**src/rtl/ahb2apb_bridge_param.sv**
```systemverilog
// Parametrised AHB-Lite to APB bridge: one APB SETUP/ACCESS transaction per single AHB transfer.
// Define AHB2APB_TIMEOUT_EN to abort ACCESS phases that see no pready for TIMEOUT cycles.
module ahb2apb_bridge_param #(
   parameter int                ADDR_W      = 32,
   parameter int                DATA_W      = 32,
   parameter int                NSLV        = 3,
   parameter logic [ADDR_W-1:0] BASE        = 32'h8000_0000,
   parameter int                REGION_BITS = 26
`ifdef AHB2APB_TIMEOUT_EN
   ,
   parameter int                TIMEOUT     = 16
`endif
) (
   input  logic              hclk,
   input  logic              hresetn,
   input  logic              hwrite,
   input  logic              hready_in,
   input  logic [1:0]        htrans,
   input  logic [ADDR_W-1:0] haddr,
   input  logic [DATA_W-1:0] hwdata,
   input  logic [DATA_W-1:0] prdata,
   input  logic              pready,
   input  logic              pslverr,
   output logic              hreadyout,
   output logic [1:0]        hresp,
   output logic [DATA_W-1:0] hrdata,
   output logic [ADDR_W-1:0] paddr,
   output logic [DATA_W-1:0] pwdata,
   output logic              pwrite,
   output logic [NSLV-1:0]   psel,
   output logic              penable
);

   typedef enum logic [2:0] {
      S_IDLE   = 3'd0,
      S_WWAIT  = 3'd1,
      S_SETUP  = 3'd2,
      S_ACCESS = 3'd3,
      S_ERR1   = 3'd4,
      S_ERR2   = 3'd5
   } state_t;

   state_t            state_reg;
   state_t            state_next;

   logic [ADDR_W-1:0] offset;
   logic [ADDR_W-1:0] idx;
   logic              in_range;
   logic              xfer_valid;
   logic              capture;
   logic              read_done;
   logic              timeout_hit;
   logic [NSLV-1:0]   dec_onehot;

   logic [ADDR_W-1:0] paddr_reg;
   logic [DATA_W-1:0] pwdata_reg;
   logic [DATA_W-1:0] hrdata_reg;
   logic              pwrite_reg;
   logic [NSLV-1:0]   sel_reg;

   // Address decode; the subtraction wraps for addresses below BASE, hence the explicit lower bound.
   assign xfer_valid = hready_in && ((htrans == 2'b10) || (htrans == 2'b11));
   assign offset     = haddr - BASE;
   assign idx        = offset >> REGION_BITS;
   assign in_range   = (haddr >= BASE) && (idx < ADDR_W'(NSLV));

   genvar gi;
   generate
      for (gi = 0; gi < NSLV; gi = gi + 1) begin : g_dec
         assign dec_onehot[gi] = (idx == ADDR_W'(gi));
      end
   endgenerate

   assign capture   = (state_reg == S_IDLE) && xfer_valid && in_range;
   assign read_done = (state_reg == S_ACCESS) && pready && !pslverr && !pwrite_reg;

`ifdef AHB2APB_TIMEOUT_EN
   localparam int TO_W = (TIMEOUT < 2) ? 1 : $clog2(TIMEOUT + 1);

   logic [TO_W-1:0] to_cnt_reg;

   // Counts ACCESS cycles without pready; cleared in SETUP so every ACCESS phase starts at zero.
   always_ff @(posedge hclk or negedge hresetn) begin
      if (!hresetn) begin
         to_cnt_reg <= '0;
      end else if (state_reg == S_SETUP) begin
         to_cnt_reg <= '0;
      end else if ((state_reg == S_ACCESS) && !pready) begin
         to_cnt_reg <= to_cnt_reg + 1'b1;
      end
   end

   assign timeout_hit = !pready && (to_cnt_reg == TO_W'(TIMEOUT - 1));
`else
   assign timeout_hit = 1'b0;
`endif

   always_ff @(posedge hclk or negedge hresetn) begin
      if (!hresetn) begin
         state_reg <= S_IDLE;
      end else begin
         state_reg <= state_next;
      end
   end

   always_comb begin
      state_next = state_reg;
      case (state_reg)
         S_IDLE: begin
            if (xfer_valid) begin
               if (!in_range) begin
                  state_next = S_ERR1;
               end else if (hwrite) begin
                  state_next = S_WWAIT;
               end else begin
                  state_next = S_SETUP;
               end
            end
         end
         S_WWAIT:  state_next = S_SETUP;
         S_SETUP:  state_next = S_ACCESS;
         S_ACCESS: begin
            if (pready) begin
               state_next = pslverr ? S_ERR1 : S_IDLE;
            end else if (timeout_hit) begin
               state_next = S_ERR1;
            end
         end
         S_ERR1:   state_next = S_ERR2;
         S_ERR2:   state_next = S_IDLE;
         default:  state_next = S_IDLE;
      endcase
   end

   // Datapath registers: each updates only on its own event and otherwise holds.
   always_ff @(posedge hclk or negedge hresetn) begin
      if (!hresetn) begin
         paddr_reg  <= '0;
         pwrite_reg <= 1'b0;
         sel_reg    <= '0;
         pwdata_reg <= '0;
         hrdata_reg <= '0;
      end else begin
         if (capture) begin
            paddr_reg  <= haddr;
            pwrite_reg <= hwrite;
            sel_reg    <= dec_onehot;
         end
         if (state_reg == S_WWAIT) begin
            pwdata_reg <= hwdata;
         end
         if (read_done) begin
            hrdata_reg <= prdata;
         end
      end
   end

   always_comb begin
      psel      = '0;
      penable   = 1'b0;
      hreadyout = 1'b1;
      hresp     = 2'b00;
      case (state_reg)
         S_WWAIT: begin
            hreadyout = 1'b0;
         end
         S_SETUP: begin
            psel      = sel_reg;
            hreadyout = 1'b0;
         end
         S_ACCESS: begin
            psel      = sel_reg;
            penable   = 1'b1;
            hreadyout = 1'b0;
         end
         S_ERR1: begin
            hreadyout = 1'b0;
            hresp     = 2'b01;
         end
         S_ERR2: begin
            hresp     = 2'b01;
         end
         default: begin
            hreadyout = 1'b1;
         end
      endcase
   end

   assign paddr  = paddr_reg;
   assign pwdata = pwdata_reg;
   assign pwrite = pwrite_reg;
   assign hrdata = hrdata_reg;

endmodule
```
**config.mk**
```make
export PLATFORM = sky130hd
export DESIGN_NAME = ahb2apb_bridge_param
export DESIGN_NICKNAME = d
export VERILOG_FILES = /design/src/rtl/ahb2apb_bridge_param.sv
export SDC_FILE = /design/constraint.sdc
export NUM_CORES = 1
export LEC_CHECK = 0
export ABC_AREA = 1
export BUFFER_PORTS_ARGS = -buffer_cell sky130_fd_sc_hd__buf_2
export CAP_MARGIN = 25
export CORE_ASPECT_RATIO = 1.2
export CORE_MARGIN = 2
export CORE_UTILIZATION = 42
export CTS_CLUSTER_DIAMETER = 200
export CTS_CLUSTER_SIZE = 14
export DETAILED_ROUTE_END_ITERATION = 10
export PLACE_DENSITY = 0.7
export RECOVER_POWER = 100
export SLEW_MARGIN = 10
export SYNTH_ARGS = -nofsm -noshare
export SYNTH_HDL_FRONTEND = slang
export SYNTH_SLANG_ARGS = --single-unit
```
**constraint.sdc**
```tcl
create_clock -name hclk -period 2.04 [get_ports hclk]
set_clock_uncertainty 0.15 [all_clocks]
set_input_delay 0.102 -clock hclk [delete_from_list [all_inputs] [get_ports hclk]]
set_output_delay 0.102 -clock hclk [all_outputs]
set_load 0.005 [all_outputs]
```
==> flow_summary.toml <==
[synthesis]
ys_ff_latch = 103
synth_simple_gate_area_frac = 0.248
syn-num-nets = 517
syn_avg_cell_area_um2 = 10.3
seq_area_frac_synth = 0.607
netlist_area_mm2 = 0.00424
yosys_warnings = 0
synth-xor-area-share = 0
yosys.area.top_type = "dfrtp_1"
syn_inst = 413
synth_top_family_by_area = "simple AND/OR/NAND/NOR gates"
netlist-cell-type-count = 25
netlist.area_leader.share = 0.607
synth-compound-area-share = 0.0118
synthMuxAreaShare = 0.0849
synth_area_leaders = "dfrtp_1 (61%), nand2_1 (12%), mux2_2 (8.5%)"
synthAdderAreaFrac = 0

[grt]
grt_pass1_wl_mm = 18.4
grt_use_total = 0.218
grt_start_max_net_pins = 40
grt_pass1_vias = 3937
antenna_found_initial = 0
grt_overflow = 0

[cells_and_area]
multi_input_area_mm2 = 0.00145
layout.cells.non_filler = 841
fill_cells = 791
final_area_mm2 = 0.00654
drive_above_1_share = 0.284
nNetsFinal = 815
area_growth_pct = 54.2
diodes = 0
regArea_mm2 = 0.00258
post-route-util = 0.660

[clock_tree]
ctsResizeCount = 0
cts_sinks = 103
numCtsBuffers = 9
clkLatencyLatePin_ns = 0.33
cts_tree = "done"
hold_buffers = 97
cts_buffer_depth = 2
ctsHtreeMaxLevel = 3
root_buffer = "clkbuf_16"
postCtsSetupBuffers = 0
clk_pin_slew_worst_paths_ns = 0.06

[timing]
fin_hold_ws_ns = 0.00955
period_minus_slack_ns = 1.91
finalHoldViolations = 0
rsz0062_at_grt = "no"
slew_viol_final = 0
fin_crit_sh = 0.935
worstMarginPinSlew_ns = 0.870
setup_viol = 0
relSlewSlack = 0.420
setup_ws_ns = 0.133
finalSetupTns_ns = 0
fmax_mhz = 524

[detailed_routing]
wirelength_mm = 12.0
vias_per_cell = 4.77
drt_iter0_markers = 122
route.detailed.wl_per_inst_um = 14.3
vias = 4013
route.met2.wl_mm = 6.21
top_layer_used = "met4"
dr_wl_met3_um = 791
ant_nets = 0
post-route-drc-count = 0
met1_length_mm = 4.67
drt-pass1-iter-count = 4

[setup_path]
r2r-start = "state_reg[1]"
worst-r2r-setup-slack_ns = 0.17
required_ns = 1.79
critPathMaxStageDelay_ns = 0.40
reg2reg_depth = 6
crit_chain = "inv_1 > nand2_2 > nor2_4 > clkbuf_4 > buf_2"
r2r-end = "paddr[17]"
critPathBufInv = 3
cp-endpoint = "penable"
crit_arrival_ns = 1.66
crit_family = "buffers and inverters"
start_kind = "flip-flop"
worstSetupPathType = "flip-flop to output pin"
end_kind = "output pin"
cp_max_fo = 33
critPathLaunch = "state_reg[2]"
slowest_stage = "dfrtp_1"
path_depth = 5

[placed_design]
placed_cells = 729
io_buffers = 205
dp_hpwl_mm = 7.39
placed_cell_area_mm2 = 0.00539
place_congestion = 0.790
pre_cts_ws_ns = 0.353

[die]
coreArea_mm2 = 0.00991
chipWidth_um = 95.8
die-area_mm2 = 0.0109
rows = 40
ios = 208
initial_core_util = 0.428
die_y_um = 114

[power]
ir_worst_vdd_mv = 0.497
powerDensity_mw_per_mm2 = 1130
fin_total_pwr_mw = 7.37
leakage_nw = 3.42

[worst_hold_path]
hold_depth = 5
min_path_type = "primary input to flip-flop"

[status]
run_status = "complete, no violations"

[run]
max-cap-violations = 0
[cell families (layout without fill, tap and decap cells)]
logic type	after synthesis	in the layout
other	1	1
AO/OA/AOI/OAI	9	9
multiplexers	32	32
buffers and inverters	38	340
AND/OR/NAND/NOR	230	230
flip-flops	103	103
[cell type report]
class,instances,share of cell area
multi-input combinational,272,0.221
inverter,16,0.00918
clock inverter,3,0.00994
sequential,103,0.394
timing repair buffer,309,0.301
clock buffer,12,0.0407
tap,126,0.0241
[worst min-delay path by stage]
stage               startpoint           end  slack, ns
floorplan              hresetn     hrdata[0]      -0.34
global route         haddr[29]  state_reg[0]       0.05
CTS                    pslverr  state_reg[2]     0.0006
global placement       hresetn    pwdata[12]      -0.06
finish                 pslverr  state_reg[2]       0.01
detailed placement     hresetn    pwdata[12]      -0.05
[cells in the mapped netlist (all sizes together)]
cell,count
and2,1
clkbuf,3
dfrtp,103
nand2,145
conb,1
nor3,2
o21bai,2
o21ai,6
mux2,32
nand4,4
a21oi,1
buf,19
inv,16
and3,1
nand3,59
nor2,18
[power breakdown]
part	internal [mW]	switching, mW
combinational	1.14	1.14
clock	1.17	0.697
sequential	2.82	0.416
total	5.12	2.25
[routing by layer]
metal,vias up,global-route usage
met5,-,0
met2,164,0.385
met1,1889,0.247
met3,32,0.0579
met4,0,0.0895
li1,1928,-
[tightest hold or removal path, stage by stage]
cell,delay (ns)
buf_2,0.11
nand2_1,0.07
nand2_1,0.06
a21oi_1,0.04
nor2_1,0.07
[cells in the final DEF, fill, tap and decap left out]
cell type,n
and3_1,1
buf_2,134
nor2_8,1
and2_1,1
clkbuf_8,3
nand2_2,8
clkinv_2,1
clkbuf_4,3
dlygate4sd3_1,97
o21ai_0,6
nor2_1,14
conb_1,1
clkbuf_16,9
nand2_4,1
nor3_1,1
buf_4,2
clkbuf_1,69
nand2_1,136
bufinv_16,2
o21bai_1,2
nand3_1,59
buf_1,2
clkbuf_2,1
nand4_1,4
nor2_4,3
buf_12,1
a21oi_1,1
nor3_4,1
inv_1,15
inv_2,1
mux2_2,32
dfrtp_1,103
No activity file was read; power rests on OpenSTA's default activity.
